File: config.mk
export PLATFORM = sky130hd
export DESIGN_NAME = branch_predictor_bimodal
export DESIGN_NICKNAME = d
export VERILOG_FILES = /design/src/rtl/branch_predictor_bimodal_pkg.sv /design/src/rtl/branch_predictor_bimodal_sat_counter2.sv /design/src/rtl/branch_predictor_bimodal.sv
export SDC_FILE = /design/constraint.sdc
export NUM_CORES = 1
export LEC_CHECK = 0
export ABC_AREA = 1
export CAP_MARGIN = 10
export CORE_MARGIN = 2
export CORE_UTILIZATION = 45
export DETAILED_ROUTE_END_ITERATION = 6
export SKIP_CTS_REPAIR_TIMING = 1
export SLEW_MARGIN = 10
export SYNTH_ARGS = -nofsm -noshare
export SYNTH_HDL_FRONTEND = slang
export SYNTH_SLANG_ARGS = --single-unit
File: constraint.sdc
create_clock -name clk -period 25 [get_ports clk]
set_clock_uncertainty 0.15 [all_clocks]
set_input_delay 5 -clock clk [delete_from_list [all_inputs] [get_ports clk]]
set_output_delay 5 -clock clk [all_outputs]
set_load 0.05 [all_outputs]
File: src/rtl/branch_predictor_bimodal_pkg.sv
// Shared types for the bimodal branch predictor: the ECR update payload,
// the 2-bit counter encodings and the init/ready state enum.
package branch_predictor_bimodal_pkg;

  typedef struct packed {
    logic        en;
    logic [31:0] pc;
    logic        actual_taken;
  } bp_update_t;

  localparam logic [1:0] BP_SNT = 2'b00;
  localparam logic [1:0] BP_WNT = 2'b01;
  localparam logic [1:0] BP_WT  = 2'b10;
  localparam logic [1:0] BP_ST  = 2'b11;

  typedef enum logic {
    S_INIT,
    S_READY
  } bp_state_e;

endpackage

File: src/rtl/branch_predictor_bimodal_sat_counter2.sv
// Combinational 2-bit saturating counter step: increment on taken,
// decrement on not-taken, clamped at strongly taken / strongly not-taken.
module bp_sat_counter2
  import branch_predictor_bimodal_pkg::*;
(
  input  logic [1:0] cur,
  input  logic       taken,
  output logic [1:0] nxt
);

  always_comb begin
    nxt = cur;
    if (taken && (cur != BP_ST)) begin
      nxt = cur + 2'd1;
    end else if (!taken && (cur != BP_SNT)) begin
      nxt = cur - 2'd1;
    end
  end

endmodule

File: src/rtl/branch_predictor_bimodal.sv
// Bimodal predictor: PC-indexed table of 2-bit counters, initialised by a
// post-reset sweep, trained by a two-stage update pipeline with lookup bypass.
module branch_predictor_bimodal
  import branch_predictor_bimodal_pkg::*;
#(
  parameter int unsigned NUM_ENTRIES  = 256,
  parameter logic [1:0]  INIT_COUNTER = BP_WNT,
  parameter int unsigned STAT_W       = 16
) (
  input  logic              clk,
  input  logic              rst_n,
  input  logic              lookup_en,
  input  logic [31:0]       lookup_pc,
  output logic              pred_taken,
  output logic              pred_valid,
  input  bp_update_t        bp_update,
  output logic              init_busy,
  output logic [STAT_W-1:0] stat_updates,
  output logic [STAT_W-1:0] stat_mispredicts
);

  localparam int unsigned     IDX_W    = $clog2(NUM_ENTRIES);
  localparam logic [IDX_W-1:0] LAST_IDX = IDX_W'(NUM_ENTRIES - 1);

  bp_state_e        state_q;
  bp_state_e        state_d;
  logic [IDX_W-1:0] init_idx_q;
  logic [1:0]       table_q [NUM_ENTRIES];

  logic             upd_en_q;
  logic [IDX_W-1:0] upd_idx_q;
  logic             upd_taken_q;

  logic [IDX_W-1:0] lookup_idx;
  logic [1:0]       cur;
  logic [1:0]       nxt;
  logic [1:0]       eff;

  // Upper/lower PC bits carry no index information (no tags, word-aligned).
  logic unused_pc_bits;
  assign unused_pc_bits = ^{lookup_pc[31:IDX_W+2], lookup_pc[1:0],
                            bp_update.pc[31:IDX_W+2], bp_update.pc[1:0]};

  always_comb begin
    state_d = state_q;
    case (state_q)
      S_INIT:  if (init_idx_q == LAST_IDX) state_d = S_READY;
      S_READY: state_d = S_READY;
      default: state_d = S_INIT;
    endcase
  end

  always_ff @(posedge clk or negedge rst_n) begin
    if (!rst_n) begin
      state_q    <= S_INIT;
      init_idx_q <= '0;
    end else begin
      state_q <= state_d;
      if (state_q == S_INIT) init_idx_q <= init_idx_q + IDX_W'(1);
    end
  end

  // Table storage has no reset; the sweep defines every entry before use.
  always_ff @(posedge clk) begin
    if (state_q == S_INIT) begin
      table_q[init_idx_q] <= INIT_COUNTER;
    end else if (upd_en_q) begin
      table_q[upd_idx_q] <= nxt;
    end
  end

  always_ff @(posedge clk or negedge rst_n) begin
    if (!rst_n) begin
      upd_en_q    <= 1'b0;
      upd_idx_q   <= '0;
      upd_taken_q <= 1'b0;
    end else begin
      upd_en_q    <= bp_update.en && (state_q == S_READY);
      upd_idx_q   <= bp_update.pc[IDX_W+1:2];
      upd_taken_q <= bp_update.actual_taken;
    end
  end

  assign cur = table_q[upd_idx_q];

  bp_sat_counter2 u_sat (
    .cur   (cur),
    .taken (upd_taken_q),
    .nxt   (nxt)
  );

  always_ff @(posedge clk or negedge rst_n) begin
    if (!rst_n) begin
      stat_updates     <= '0;
      stat_mispredicts <= '0;
    end else if (upd_en_q) begin
      stat_updates <= stat_updates + STAT_W'(1);
      if (cur[1] != upd_taken_q) stat_mispredicts <= stat_mispredicts + STAT_W'(1);
    end
  end

  // Bypass lets a lookup observe the update being written this cycle.
  assign lookup_idx = lookup_pc[IDX_W+1:2];
  assign eff        = (upd_en_q && (upd_idx_q == lookup_idx)) ? nxt : table_q[lookup_idx];
  assign pred_taken = (state_q == S_READY) && eff[1];
  assign pred_valid = lookup_en && (state_q == S_READY);
  assign init_busy  = (state_q == S_INIT);

endmodule
# Word-level counts from Yosys, hierarchy flattened
# Memory sizes are Yosys's and may differ from the RTL's.
# Index checks and enable logic that the tools add are counted.
totals:
  word_cells: 40
  ram_bits: 512
  memories: 1
  reg_bits: 51
op_classes:
  bitwise_logic: 1
  n_eq_ne: 4
  n_reduce_logical: 10
  muxes: 12
  addsub: 5
memory_table:
  columns: ["memory", "depth", "width", "read_ports", "rd_clocked_by_memory_dff", "write_ports", "line", "text"]
  rows:
  - ["table_q", 256, 2, 2, 0, 1, "branch_predictor_bimodal.sv:28", "logic [1:0] table_q [NUM_ENTRIES];"]
op_table:
  columns: ["cell", "n"]
  rows:
  - ["$add 16x1->16 const B", 2]
  - ["$add 8x1->8 const B", 1]
  - ["$eq 8x8->1", 1]
  - ["$eq 8x8->1 const B", 1]
  - ["$mux 2", 4]
  - ["$mux 8", 1]
  - ["$logic_and 1x1->1", 6]
  - ["$mux 1", 6]
  - ["$add 2x1->2 const B", 1]
  - ["$ne 2x2->1 const B", 1]
  - ["$pmux 1 s2", 1]
  - ["$reduce_and 2->1", 1]
  - ["$reduce_bool 2->1", 1]
  - ["$reduce_or 2->1", 1]
  - ["$sub 2x1->2 const B", 1]
  - ["$logic_not 1->1", 1]
  - ["$ne 1x1->1", 1]
  - ["$not 1->1", 1]

# Logic depth before layout (Yosys ltp)
# An unclocked memory read counts as a cell.
logic_depth:
  word_depth: 7
  ltp_mapped: 25
  depth_no_buf: 20

# Hierarchy
# Synthesis repeated with hierarchy kept, for this count alone.
hier_totals:
  hier_cells: 2807
  hier_area_um2: 26827.0
modules_own_cells:
  columns: ["mod", "seq_area_each_um2", "area_each_um2", "cells_each", "n_inst"]
  rows:
  - ["branch_predictor_bimodal", 16651.0, 26743.1, 2790, 1]
  - ["bp_sat_counter2", 0.0, 83.8, 17, 1]

# Worst setup path after synthesis
# Ideal clock, no wire load.
synth_path:
  path_type: "input port to output port"
  from: "in lookup_pc[2]"
  to: "out pred_taken"
  path_stages: 15
  t_required_ns: 19.850
  path_buffers: 2
  arrival_time_ns: 6.731
  setup_slack_ns: 13.119
  path_cell_list: "inv_1 clkbuf_1 clkbuf_1 nand2_1 nand3_1 nand2_1 o211ai_1 o211ai_1 nand3_1 nand3_1 nand3_1 nand2_1 a21oi_1 nand2_1 inv_1"
synth_between:
  elab_chain_len: 4
  elab_cells_between_ends: 5
synth_lines:
  columns: ["element", "line", "text"]
  rows:
  - ["start, declared", "branch_predictor_bimodal.sv:13", "input logic [31:0] lookup_pc,"]
  - ["branches (longest 2 deep; another with $mem_v2 256x2)", null, null]
  - ["$mux 2 *", "branch_predictor_bimodal.sv:104", "assign eff = (upd_en_q && (upd_idx_q == lookup_idx)) ? nxt : table_q[lookup_idx];"]
  - ["$logic_and 1x1->1 *", "branch_predictor_bimodal.sv:105", "assign pred_taken = (state_q == S_READY) && eff[1];"]
  - ["end, declared", "branch_predictor_bimodal.sv:14", "output logic pred_taken,"]
# Every way passes the cells marked *.

# Worst setup path in the final report
# Ends and elaborated chain as after synthesis.

==> run_results.csv <==
group,metric,value,unit
final_layout,drive_gt1_share,6.00,%
placement,finalWeightedCongestion,0.853,
synthesis,number_of_flops_mapped_to_enable_cells_by_yosys,512,
synthesis,postSynth.topFlopCell,"edfxtp_1",
synthesis,share_of_synthesized_area_spent_on_multiplexers,0.0417,%
die,io-pin-count,104,
global_route,grt_overflow_total,0,
placement,place_hpwl,46000,um
synthesis,fraction_of_registers_with_async_set_reset,9.06,%
final_layout,finish.net_count,2872,
power_and_ir_drop,powerDensity,71.2,nW/um^2
clock_tree,cts.path.max_buffers,3,
routing,drc,0,
critical_path,critical_path.cell_chain,"buf_4 > inv_4 > buf_4 > nand2_1 > nand3_1 > nand2_1 > nand2_1 > nand2_1 > o21ai_0 > nand2_1 > nand3_1 > nand3_1 > nand3_1 > nand2_1 > a21oi_1 > nand2_1 > inv_1 > clkdlybuf4s50_1",
sta,timing.max_slew.rel_slack,19.5,%
sta,report.final.slew_viol_count,0,
critical_path,critical_setup_path_class,"input pin to primary output",
sta,min_period_over_period,59.3,%
synthesis,synth_seq_cells,563,
routing,dr.first_iter.drc_count,2527,
placement,pre_cts_slack,10320,ps
clock_tree,h-tree-depth,2,
critical_path,cp.required,19850,ps
critical_path,slowest_delay,830,ps
final_layout,most-common-layout-cells,"nand2_1 (764), edfxtp_1 (512), nand3_1 (507)",
critical_path,critPathCaptureType,"primary output",
routing,drt-total-wl,83500,um
synthesis,synth_compound_area_share,4.85,%
global_route,grt_max_degree,129,
sta,fin_worst_hold_slack,336,ps
sta,rsz0062_at_grt,"false",
die,die-area,62000,sq um
final_layout,most_common_cell_after_layout_fill_and_taps_aside,"nand2_1",
die,design.core.area,59100,sq um
synthesis,sequential_share_of_the_synthesized_area,61.6,%
global_route,grt_pass1_vias,21372,
clock_tree,clkTransAtPathRegs,60,ps
clock_tree,cts.sinks,563,
sta,timing_worst_slew_pin_value,1210,ps
global_route,grt_antenna_before_repair,2,
sta,finalSetupViolations,0,
critical_path,crit_path_max_fanout,65,
power_and_ir_drop,cellLeakagePower,11.6,nW
synthesis,netlist_instances,2845,
final_layout,syn_to_final_growth,10.9,%
routing,firstDrtPassIters,6,
sta,timing.final.crit_period,14810,ps
synthesis,synthAdderAreaFrac,0.232,%
critical_path,timing.critical_path.arrival,9660,ps
power_and_ir_drop,power_consumption,2.13,mW
routing,detail_route.wl_per_cell,23.0,um
synthesis,synthesis.nets,2919,
placement,port_buffers,55,
routing,detail-route-antenna-nets,0,
flow_run,max_cap_violations,0,
power_and_ir_drop,peakVddDrop,0.0000555,V
sta,finalWorstSetupSlack,10190,ps
die,fp.dieW,249,um
clock_tree,cts.root.buffer_cell,"clkbuf_16",
synthesis,main_combinational_cell_family_by_area_after_synthesis,"simple AND/OR/NAND/NOR gates",
sta,timing.setup.tns,0,ps
synthesis,share_of_the_synthesized_netlist_area_taken_by_xor_and_xnor_gates,1.23,%
die,die_height,249,um
hold_path,hold_crit_path_type,"flip-flop to flip-flop",
synthesis,syn_avg_cell_area,9.49,sq um
sta,hold_violations,0,
critical_path,crit_path_start_kind,"input pin",
clock_tree,clk_latency,640,ps
synthesis,synth_warnings,0,
final_layout,n_antenna_cell,0,
synthesis,synth_cell_type_count,38,
global_route,grt_first_pass_wirelength,127000,um
status,outcome,"complete, no violations",
sta,highest_clock_rate,67.5,MHz
synthesis,cell_area_after_synthesis,27000,sq um
clock_tree,cts_buffers,61,
die,placement_rows,89,
routing,vias,21545,
critical_path,path_common_cell,"nand2_1",
global_route,groute.usage.overall,26.7,%
critical_path,critical-path-slowest-cell,"buf_4",
clock_tree,cts_tree,"built",
die,floorplan.initialDensity,45.7,%
final_layout,final_util,50.7,%
synthesis,simple_gate_share_of_the_synthesized_area,27.3,%
routing,detail_route.vias_per_cell,5.95,
synthesized netlist by cell type, drive strengths merged (6+ instances only):
cell type  count  share of area, %
o21ai        145               2.7
buf          122               2.8
dfrtp         51               4.7
o22ai         66               1.5
o211ai        13              0.36
xnor2         16              0.52
nor2         422               5.9
edfxtp       512                57
nand3        519               9.8
nand4         22              0.51
nand2        768                11
xor2          22              0.71
nor3           6              0.11
clkbuf        79               1.1
a21oi          8              0.15
inv           56              0.79
path summary, 6_finish.rpt:
check	from	to	slack, ps	cells after the start
worst max-delay path	lookup_pc[2]	pred_taken	10190	18
max in group asynchronous	rst_n	upd_idx_q[0]$_DFF_PN0_	19720	2
worst max register to register	upd_idx_q[0]$_DFF_PN0_	table_q[22][0]$_DFFE_PP_	17650	20
worst min-delay path	stat_updates[15]$_DFFE_PN0P_	stat_updates[15]$_DFFE_PN0P_	340	1
min in group asynchronous	rst_n	stat_updates[1]$_DFFE_PN0P_	4370	2
worst min register to register	stat_updates[15]$_DFFE_PN0P_	stat_updates[15]$_DFFE_PN0P_	340	1
flip-flops by register name, indices dropped and copies added, names as in the netlist:
register,flops
init_idx_q,8
stat_mispredicts,16
stat_updates,16
state_q,1
table_q,512
upd_en_q,1
upd_idx_q,8
upd_taken_q,1
layer usage:
layer,vias up,part of all wire (%),GRT usage (%)
li1,9726,-,-
met1,10444,40,35.0
met2,1130,46,43.8
met3,239,9.2,4.20
met4,6,4.5,12.4
met5,-,0.053,0
cells by family after synthesis:
| group | Yosys count |
|---|---|
| muxes | 1 |
| and+or+nand+nor | 1744 |
| adders and majority gates | 5 |
| AOI/OAI and AO/OA | 234 |
| xor gates and xnor gates | 38 |
| buffers and inverters | 260 |
| DFF | 563 |
metrics by stage:
stage,instances,area (sq um)
2_1_floorplan,2845,27000
3_3_place_gp,3508,27800
3_5_place_dp,3508,27800
4_1_cts,3623,30000
5_1_grt,3623,30000
6_report,3623,30000
final cells by class:
type | instances | area, sq um
fillers | 5395 | 29200
flip-flops and latches | 563 | 16700
multi-input cells | 2022 | 9120
clock buffers | 83 | 1730
well taps | 773 | 967
repair buffers | 91 | 808
clock inverters | 32 | 447
inverters | 59 | 231
critical path: cells and delay by family:
| family | cells | cell delay (ps) |
|---|---|---|
| buf+inv | 5 | 2820 |
| compound gates | 2 | 590 |
| simple gates | 11 | 1120 |
report_power, final:
part | switching, mW | internal (mW)
combinational | 0.102 | 0.0400
sequential | 0.00349 | 1.01
clock | 0.379 | 0.596
total | 0.485 | 1.65
(Power assumes the default switching activity.)
